===== config.mk =====
export PLATFORM = sky130hd
export DESIGN_NAME = usr_cmd_sequencer
export DESIGN_NICKNAME = d
export VERILOG_FILES = /design/src/rtl/usr_pkg.sv /design/src/rtl/usr_cmd_fifo.sv /design/src/rtl/usr_cmd_sequencer.sv
export SDC_FILE = /design/constraint.sdc
export NUM_CORES = 1
export LEC_CHECK = 0
export BUFFER_PORTS_ARGS = -buffer_cell sky130_fd_sc_hd__buf_2
export CORE_ASPECT_RATIO = 0.7
export CORE_MARGIN = 10
export CORE_UTILIZATION = 47
export DETAILED_ROUTE_END_ITERATION = 8
export PLACE_DENSITY = 0.69
export RECOVER_POWER = 50
export SYNTH_ARGS = -nofsm -noshare
export SYNTH_HDL_FRONTEND = slang
export SYNTH_HIERARCHICAL = 1
export SYNTH_SLANG_ARGS = --single-unit

===== constraint.sdc =====
create_clock -name clk -period 4.6 [get_ports clk]
set_input_delay 0.23 -clock clk [delete_from_list [all_inputs] [get_ports clk]]
set_output_delay 0.23 -clock clk [all_outputs]
set_load 0.02 [all_outputs]

===== src/rtl/usr_pkg.sv =====
// Shared definitions for the command sequencer that drives a downstream
// universal shift register: op codes, FSM state type, queue defaults.
package usr_pkg;

    localparam logic [2:0] OP_HOLD  = 3'b000;
    localparam logic [2:0] OP_RIGHT = 3'b001;
    localparam logic [2:0] OP_LEFT  = 3'b010;
    localparam logic [2:0] OP_LOAD  = 3'b011;
    localparam logic [2:0] OP_INV   = 3'b100;

    localparam int DEPTH_DEFAULT = 4;
    localparam int CMD_W         = 10;   // {op[2:0], cnt[2:0], data[3:0]}

    typedef enum logic {
        ST_IDLE = 1'b0,
        ST_RUN  = 1'b1
    } seq_state_e;

    // Ops above OP_INV have no meaning downstream.
    function automatic logic op_legal(input logic [2:0] op);
        return (op <= OP_INV);
    endfunction

endpackage


===== src/rtl/usr_cmd_fifo.sv =====
// Command queue for the sequencer.
// Ports:
//   clk, clear      clock, asynchronous active-low reset (queue empty)
//   push_i/wdata_i  write one entry (ignored when full)
//   pop_i           drop head entry (ignored when empty)
//   rdata_o         head entry, valid while !empty_o
//   full_o/empty_o  occupancy flags, from registered count only
module usr_cmd_fifo #(
    parameter int WIDTH = 10,
    parameter int DEPTH = 4
) (
    input  logic             clk,
    input  logic             clear,
    input  logic             push_i,
    input  logic [WIDTH-1:0] wdata_i,
    input  logic             pop_i,
    output logic [WIDTH-1:0] rdata_o,
    output logic             full_o,
    output logic             empty_o
);

    localparam int AW = (DEPTH > 1) ? $clog2(DEPTH) : 1;
    localparam int CW = $clog2(DEPTH + 1);

    logic [WIDTH-1:0] mem_q [DEPTH];
    logic [AW-1:0]    wr_ptr_q, wr_ptr_d;
    logic [AW-1:0]    rd_ptr_q, rd_ptr_d;
    logic [CW-1:0]    count_q, count_d;
    logic             do_push, do_pop;

    // Explicit wrap so non-power-of-two depths work.
    function automatic logic [AW-1:0] ptr_inc(input logic [AW-1:0] p);
        return (p == AW'(DEPTH - 1)) ? '0 : p + 1'b1;
    endfunction

    assign full_o  = (count_q == CW'(DEPTH));
    assign empty_o = (count_q == '0);
    assign rdata_o = mem_q[rd_ptr_q];

    assign do_push = push_i & ~full_o;
    assign do_pop  = pop_i & ~empty_o;

    always_comb begin
        wr_ptr_d = do_push ? ptr_inc(wr_ptr_q) : wr_ptr_q;
        rd_ptr_d = do_pop  ? ptr_inc(rd_ptr_q) : rd_ptr_q;
        count_d  = count_q;
        case ({do_push, do_pop})
            2'b10:   count_d = count_q + 1'b1;
            2'b01:   count_d = count_q - 1'b1;
            default: count_d = count_q;
        endcase
    end

    always_ff @(posedge clk or negedge clear) begin
        if (!clear) begin
            wr_ptr_q <= '0;
            rd_ptr_q <= '0;
            count_q  <= '0;
        end else begin
            wr_ptr_q <= wr_ptr_d;
            rd_ptr_q <= rd_ptr_d;
            count_q  <= count_d;
        end
    end

    // Storage needs no reset: contents are only read while non-empty.
    always_ff @(posedge clk) begin
        if (do_push) mem_q[wr_ptr_q] <= wdata_i;
    end

endmodule


===== src/rtl/usr_cmd_sequencer.sv =====
// Command sequencer: queues {op, cnt, data} commands and issues each one to
// a downstream universal shift register for cnt+1 consecutive cycles.
// Ports:
//   clk, clear                 clock, asynchronous active-low reset
//   cmd_valid/cmd_ready        command handshake (ready = queue not full)
//   cmd_op/cmd_cnt/cmd_data    op code, repeat count minus one, load data
//   S, I                       registered op select / data to downstream
//   busy                       a command is being issued
//   done                       pulse on the last issue cycle of a command
//   err                        pulse the cycle after an illegal op is taken
//
// state   | meaning
// --------+---------------------------------------------------------
// ST_IDLE | nothing issuing, S=000, waiting for a queued command
// ST_RUN  | issuing current command, cnt_q cycles remain after this one
module usr_cmd_sequencer
    import usr_pkg::*;
#(
    parameter int DEPTH = DEPTH_DEFAULT
) (
    input  logic       clk,
    input  logic       clear,
    input  logic       cmd_valid,
    output logic       cmd_ready,
    input  logic [2:0] cmd_op,
    input  logic [2:0] cmd_cnt,
    input  logic [3:0] cmd_data,
    output logic [2:0] S,
    output logic [3:0] I,
    output logic       busy,
    output logic       done,
    output logic       err
);

    seq_state_e       state_q, state_d;
    logic [2:0]       cnt_q, cnt_d;
    logic [2:0]       s_q, s_d;
    logic [3:0]       i_q, i_d;
    logic             busy_q, busy_d;
    logic             done_q, done_d;
    logic             err_q, err_d;

    logic             accept, legal, push, pop;
    logic             fifo_full, fifo_empty;
    logic [CMD_W-1:0] head;
    logic [2:0]       head_op, head_cnt;
    logic [3:0]       head_data;

    assign cmd_ready = ~fifo_full;
    assign accept    = cmd_valid & cmd_ready;
    assign legal     = op_legal(cmd_op);
    assign push      = accept & legal;

    assign {head_op, head_cnt, head_data} = head;

    usr_cmd_fifo #(
        .WIDTH (CMD_W),
        .DEPTH (DEPTH)
    ) u_fifo (
        .clk     (clk),
        .clear   (clear),
        .push_i  (push),
        .wdata_i ({cmd_op, cmd_cnt, cmd_data}),
        .pop_i   (pop),
        .rdata_o (head),
        .full_o  (fifo_full),
        .empty_o (fifo_empty)
    );

    always_comb begin
        state_d = state_q;
        cnt_d   = cnt_q;
        s_d     = s_q;
        i_d     = i_q;
        busy_d  = busy_q;
        done_d  = 1'b0;
        err_d   = accept & ~legal;
        pop     = 1'b0;

        case (state_q)
            ST_IDLE: begin
                pop = ~fifo_empty;
            end
            ST_RUN: begin
                if (cnt_q == 3'd0) begin
                    // Last cycle: chain straight into the next command if any.
                    if (!fifo_empty) begin
                        pop = 1'b1;
                    end else begin
                        state_d = ST_IDLE;
                        s_d     = OP_HOLD;
                        busy_d  = 1'b0;
                    end
                end else begin
                    cnt_d  = cnt_q - 3'd1;
                    done_d = (cnt_q == 3'd1);
                end
            end
            default: begin
                state_d = ST_IDLE;
                s_d     = OP_HOLD;
                busy_d  = 1'b0;
            end
        endcase

        // done is registered, so it is raised when entering the final cycle.
        if (pop) begin
            state_d = ST_RUN;
            s_d     = head_op;
            i_d     = head_data;
            cnt_d   = head_cnt;
            busy_d  = 1'b1;
            done_d  = (head_cnt == 3'd0);
        end
    end

    always_ff @(posedge clk or negedge clear) begin
        if (!clear) begin
            state_q <= ST_IDLE;
            cnt_q   <= 3'd0;
            s_q     <= OP_HOLD;
            i_q     <= 4'd0;
            busy_q  <= 1'b0;
            done_q  <= 1'b0;
            err_q   <= 1'b0;
        end else begin
            state_q <= state_d;
            cnt_q   <= cnt_d;
            s_q     <= s_d;
            i_q     <= i_d;
            busy_q  <= busy_d;
            done_q  <= done_d;
            err_q   <= err_d;
        end
    end

    assign S    = s_q;
    assign I    = i_q;
    assign busy = busy_q;
    assign done = done_q;
    assign err  = err_q;

endmodule


---- After elaboration in Yosys (flattened, before gate mapping) ----
Memories as Yosys holds them, arrays and structs flattened.
Cells that the tools add are included.
cells by class
  bitwise logic cells ..................... 9
  shift operators ......................... 0
  equal/unequal tests ..................... 7
  order comparisons ....................... 1
  multipliers ............................. 0
  reductions and logical operators ........ 9
  mux-type cells .......................... 25
  add/sub/neg operators ................... 5
  div/mod/pow operators ................... 0
operators with widths
  cell                   number
  $mux W3                7
  $mux W1                14
  $logic_not A3 Y1       3
  $reduce_bool A2 Y1     4
  $eq A2 B2 Y1 const B   3
  $pmux W3 S2            1
  $sub A3 B1 Y3 const B  2
  $and A1 B1 Y1          5
  $add A2 B1 Y2 const B  2
  $mux W2                2
  $not A1 Y1             4
  $add A3 B1 Y3 const B  1
  $eq A3 B1 Y1 const B   1
  $eq A3 B3 Y1 const B   1
  $le A3 B3 Y1 const B   1
  $reduce_and A3 Y1      1
  $eq A2 B1 Y1 const B   1
  $ne A2 B1 Y1 const B   1
  $pmux W1 S2            1
  $reduce_and A2 Y1      1
word-level totals
  RAM bits ................................ 40
  memories ................................ 1
  bits in latches ......................... 0
  register bits ........................... 21
  input port bits ......................... 13
  word-level logic and storage cells ...... 67
  memory bits (read-only) ................. 0
memories
  name          words  width  rd ports  clocked after Yosys merged registers in  wr ports  RTL line            text
  u_fifo.mem_q  4      10     1         0                                        1         usr_cmd_fifo.sv:25  logic [WIDTH-1:0] mem_q [DEPTH];

---- Longest topological paths before layout ----
  word-level depth ........................ 7
  depth in mapped cells ................... 12

---- Hierarchy ----
Netlist, hierarchy kept.
by module, submodules not included
  module             instances  sequential area each (µm²)  cells each  area an instance (µm²)
  usr_cmd_fifo       1          1376.3                      92          1925.6
  usr_cmd_sequencer  1          350.3                       53          675.6

---- Worst setup path before layout ----
Ideal clock, no wire load.
  path kind ............................... register to register
  start ................................... register u_fifo.count_q[0]
  end ..................................... register u_fifo.count_q[2]
  data required time ...................... 4521 ps
  stages on the path, launching flop included .. 12
  slack ................................... 2324 ps
  arrival ................................. 2196 ps
  buffers on the path ..................... 0
  clock period less this slack ............ 2276 ps
  setup time .............................. 79 ps
  cell sequence ........................... dfrtp_1 -> nor3b_4 -> inv_1 -> and3_1 -> nor2b_4 -> inv_1 -> ha_1 -> inv_1 -> fa_1 -> xor2_1 -> nor2_1 -> xor2_1
on the way
  cells in the longest elaborated chain, start to end .. 7
  elaborated cells between the ends (all ways) .. 17
  those cells by class .................... add/sub: 2; eq/ne: 3; mux: 4; bitwise: 6; reduce/logical: 2
ends and longest elaborated chain
  element                                                   RTL line                 text
  start, declared                                           usr_cmd_fifo.sv:28       logic [CW-1:0] count_q, count_d;
  start signal, assigned                                    usr_cmd_fifo.sv:62       count_q <= count_d;
  $eq A3 B3 Y1 *                                            usr_cmd_fifo.sv:36       assign full_o = (count_q == CW'(DEPTH));
  via fifo_full                                             usr_cmd_sequencer.sv:44  logic fifo_full, fifo_empty;
  $not A1 Y1 *                                              usr_cmd_sequencer.sv:49  assign cmd_ready = ~fifo_full;
  via cmd_ready                                             usr_cmd_sequencer.sv:24  output logic cmd_ready,
  $and A1 B1 Y1 *                                           usr_cmd_sequencer.sv:50  assign accept = cmd_valid & cmd_ready;
  $and A1 B1 Y1 *                                           usr_cmd_sequencer.sv:52  assign push = accept & legal;
  via push                                                  usr_cmd_sequencer.sv:43  logic accept, legal, push, pop;
  $and A1 B1 Y1 *                                           usr_cmd_fifo.sv:40       assign do_push = push_i & ~full_o;
  $eq A2 B1 Y1 / $eq A2 B2 Y1 (equally long branches)       usr_cmd_fifo.sv:47       case ({do_push, do_pop})
  $pmux W3 S2 / $reduce_bool A2 Y1 (equally long branches)  --
Mark *: on every way through the listed nets, which the timed path passes. The rest lies on a longest branch.
A chain may end at the register's enable or synchronous reset.

---- Worst setup path after layout ----
  start ................................... register u_fifo.count_q[0]
  end ..................................... register u_fifo.count_q[2]
on the way
  cells in the longest elaborated chain, start to end .. 7
  elaborated cells between the ends (all ways) .. 17
  those cells by class .................... add/sub: 2; eq/ne: 3; mux: 4; bitwise: 6; reduce/logical: 2
ends and longest elaborated chain
  element                                                   RTL line
  $eq A3 B3 Y1 *                                            usr_cmd_fifo.sv:36
  via fifo_full                                             usr_cmd_sequencer.sv:44
  $not A1 Y1 *                                              usr_cmd_sequencer.sv:49
  $and A1 B1 Y1 *                                           usr_cmd_sequencer.sv:50
  $and A1 B1 Y1 *                                           usr_cmd_sequencer.sv:52
  via push                                                  usr_cmd_sequencer.sv:43
  $and A1 B1 Y1 *                                           usr_cmd_fifo.sv:40
  $eq A2 B1 Y1 / $eq A2 B2 Y1 (equally long branches)       usr_cmd_fifo.sv:47
  $pmux W3 S2 / $reduce_bool A2 Y1 (equally long branches)  --
Marks and branches as above.

==> impl_metrics.json <==
{
  "hold_viol": 0,
  "n_fill_cell": 437,
  "cellPowerDensity_nw_per_um2": 633,
  "yosysTopAreaCellShare_pct": 46.2,
  "synth_edf_count": 40,
  "postSynthCellCount": 145,
  "drive_gt1_share_pct": 24.9,
  "drt-initial-drc-count": 61,
  "synth_compound_area_share_pct": 2.69,
  "ys_seq_area_share_pct": 66.4,
  "required_ns": 4.84,
  "worstHoldPathType": "in2reg",
  "core_area_sq_um": 5310,
  "seq_power_share_pct": 45.9,
  "rsz0062_at_grt": "false",
  "ios": 24,
  "ys.flop_type": "edfxtp_1",
  "async_reset_ff_share_pct": 34.4,
  "detail-route-antenna-nets": 0,
  "clock-sinks": 61,
  "syn_to_final_growth_pct": 11.9,
  "grt_overflow": 0,
  "reg2reg_setup_slack_ns": 1.98,
  "crit_fanout": 7,
  "power_leakage_nw": 1.11,
  "wl_per_cell_um": 17.4,
  "p_switching_mw": 0.617,
  "synth_top_family_by_area": "multiplexers",
  "synth_area_leader_cell": "edfxtp_1",
  "drc": 0,
  "n_antenna_cell": 0,
  "slew_headroom_pct": 16.5,
  "grt_max_degree": 22,
  "setup_viol": 0,
  "dp_hpwl_um": 3090,
  "gp_congestion": 0.759,
  "ctsHoldBuffers": 1,
  "final.setup.tns_ns": 0,
  "cap_violations": 0,
  "finalPower_mw": 1.84,
  "slew_viol_final": 0,
  "worst_pin_slew_ns": 1.25,
  "rows": 22,
  "min_period_ns": 2.62,
  "clk_pin_slew_worst_paths_ns": 0.06,
  "grt_pass1_vias": 1460,
  "status": "complete, no violations",
  "timing.final.crit_share_pct": 56.9,
  "cts_tree": "built",
  "cts_made_buffers": 9,
  "synthesis.nets": 168,
  "synthSimpleGateAreaFrac_pct": 6.83,
  "antenna_found_initial": 0,
  "critPathCaptureType": "flop",
  "cts_root_buffer": "clkbuf_8",
  "syn_avg_cell_area_sq_um": 17.9,
  "synth_warnings": 6,
  "worstSetupPathType": "reg2reg",
  "grt_pass1_wl_um": 7250,
  "dr.pass1.iters": 4,
  "synthMuxAreaShare_pct": 15.2,
  "synth-seq-cells": 61,
  "nets": 199,
  "swShare_pct": 33.5,
  "clk_path_buf_depth": 2,
  "pwr-share-comb_pct": 33.8,
  "pwr-share-clk_pct": 20.3,
  "die_area_sq_um": 8960,
  "vias": 1281,
  "worst_ep_arrival_time_ns": 2.86,
  "grt_util_all_layers_pct": 11.2,
  "skew_ns": 0.00654,
  "totalWireLength_um": 4390,
  "synthAdderAreaFrac_pct": 5.10,
  "initial_core_util_pct": 49.0,
  "die_h_um": 82.2,
  "intPower_mw": 1.23,
  "htreeDepth": 3,
  "startpoint_type": "flop",
  "die_w_um": 109,
  "peakVddDrop_mv": 0.250,
  "ys_top_cells_by_area": "edfxtp_1 (46%), dfrtp_1 (20%), mux4_2 (8.7%)",
  "cts_setup_buffers": 0,
  "io_buffers": 23,
  "ys_types": 32,
  "post_cts_resized": 0,
  "routed_via_density": 5.06,
  "synth_area_sq_um": 2600,
  "clk_latency_ns": 0.33,
  "max_freq_ghz": 0.382,
  "synth_xor_area_share_pct": 1.01
}
final cells by class:
cell class / instances / area, sq um / area share, %
clock buffers: 10 / 128 / 4.38
clock inverters: 6 / 30.0 / 1.03
inverters: 11 / 41.3 / 1.42
multi-input cells: 69 / 790 / 27.1
flip-flops and latches: 61 / 1730 / 59.3
well taps: 72 / 90.1 / 3.09
repair buffers: 24 / 106 / 3.65
worst paths after layout:
check	startpoint	endpoint	cells after the start
worst max-delay path	u_fifo/count_q[0]	u_fifo/count_q[2]	11
worst min-delay path	cmd_data[0]	u_fifo/mem_q[0][0]	1
worst max register to register	u_fifo/count_q[0]	u_fifo/count_q[2]	11
worst min register to register	I[2]	I[2]	1
max in group asynchronous	clear	u_fifo/count_q[0]	2
min in group asynchronous	clear	I[0]	2
placed cells by master (no fill, tap or decap), drive strengths merged:
master,count
or4,1
a2bb2oi,1
nand2b,4
edfxtp,40
clkinvlp,1
xor2,2
inv,11
a21oi,1
nand4b,1
ha,9
clkbuf,25
nand2,3
nand3,1
buf,8
mux4,10
clkinv,5
dfrtp,21
dlygate4sd3,1
mux2,9
xnor2,1
mux2i,6
nor3,1
and3,1
a22o,4
fa,1
nor2,3
nand3b,1
and2,4
nor3b,2
o21ai,2
nor2b,1
kinds of logic after synthesis:
group / Yosys count
AO/OA/AOI/OAI: 8
XOR/XNOR: 3
adder cells (fa/ha/maj): 10
buffers and inverters: 15
flip-flops: 61
multiplexers: 25
AND/OR/NAND/NOR: 23
sequential cells by signal (all words and copies together) (netlist names):
register and cells:
state_q 1, I 4, done 1, u_fifo/mem_q 40, busy 1, u_fifo/wr_ptr_q 2, S 3, err 1
u_fifo/count_q 3, cnt_q 3, u_fifo/rd_ptr_q 2
layer usage:
metal / vias up / routed length [um] / global-route usage (%)
li1: 602 / - / -
met1: 649 / 1960 / 13.3
met2: 24 / 2170 / 17.5
met3: 6 / 183 / 4.10
met4: 0 / 75 / 5.91
met5: - / 0 / 0
metrics by stage:
step | utilization (%) | cell area [sq um] | setup slack (ns) | cells | hold WS (ns)
after floorplan | - | 2600 | 2.32 | 145 | -0.0656
after global placement | 52.2 | 2770 | 2.30 | 236 | 0.227
after detailed placement | 52.2 | 2770 | 2.20 | 236 | 0.235
after CTS | 55.4 | 2940 | 2.19 | 253 | 0.0969
after global routing | 54.8 | 2910 | 1.78 | 253 | 0.143
final | 54.8 | 2910 | 1.98 | 253 | 0.157
worst max-delay path, cell delays in order, from the launching register on:
cell	delay, ns
dfrtp_1	0.42
nor3b_1	0.54
inv_1	0.11
and3_1	0.19
nor2b_4	0.15
inv_1	0.09
ha_1	0.18
inv_1	0.06
fa_1	0.37
xor2_1	0.15
nor2_1	0.11
xor2_1	0.17
power by group through the flow:
stage               logic (mW)  registers, mW  clock network (mW)
detailed placement       0.639          0.866                   0
finish                   0.623          0.845               0.375
global placement         0.617          0.858                   0
floorplan                0.495          0.849                   0
CTS                      0.645          0.854               0.390
global route             0.691          0.870               0.417
cells in the mapped netlist (2+ instances only):
cell type,count
mux4_2,10
nand2b_4,2
nand2_1,3
buf_2,2
ha_1,9
mux2_4,2
nor2_1,3
dfrtp_1,21
buf_6,2
mux2_2,3
xor2_1,2
mux2i_1,6
and2_2,4
nand2b_1,2
a22o_1,4
o21ai_0,2
edfxtp_1,40
inv_1,11
mux2_1,4
Note: power is estimated with default switching activity, not from simulation.
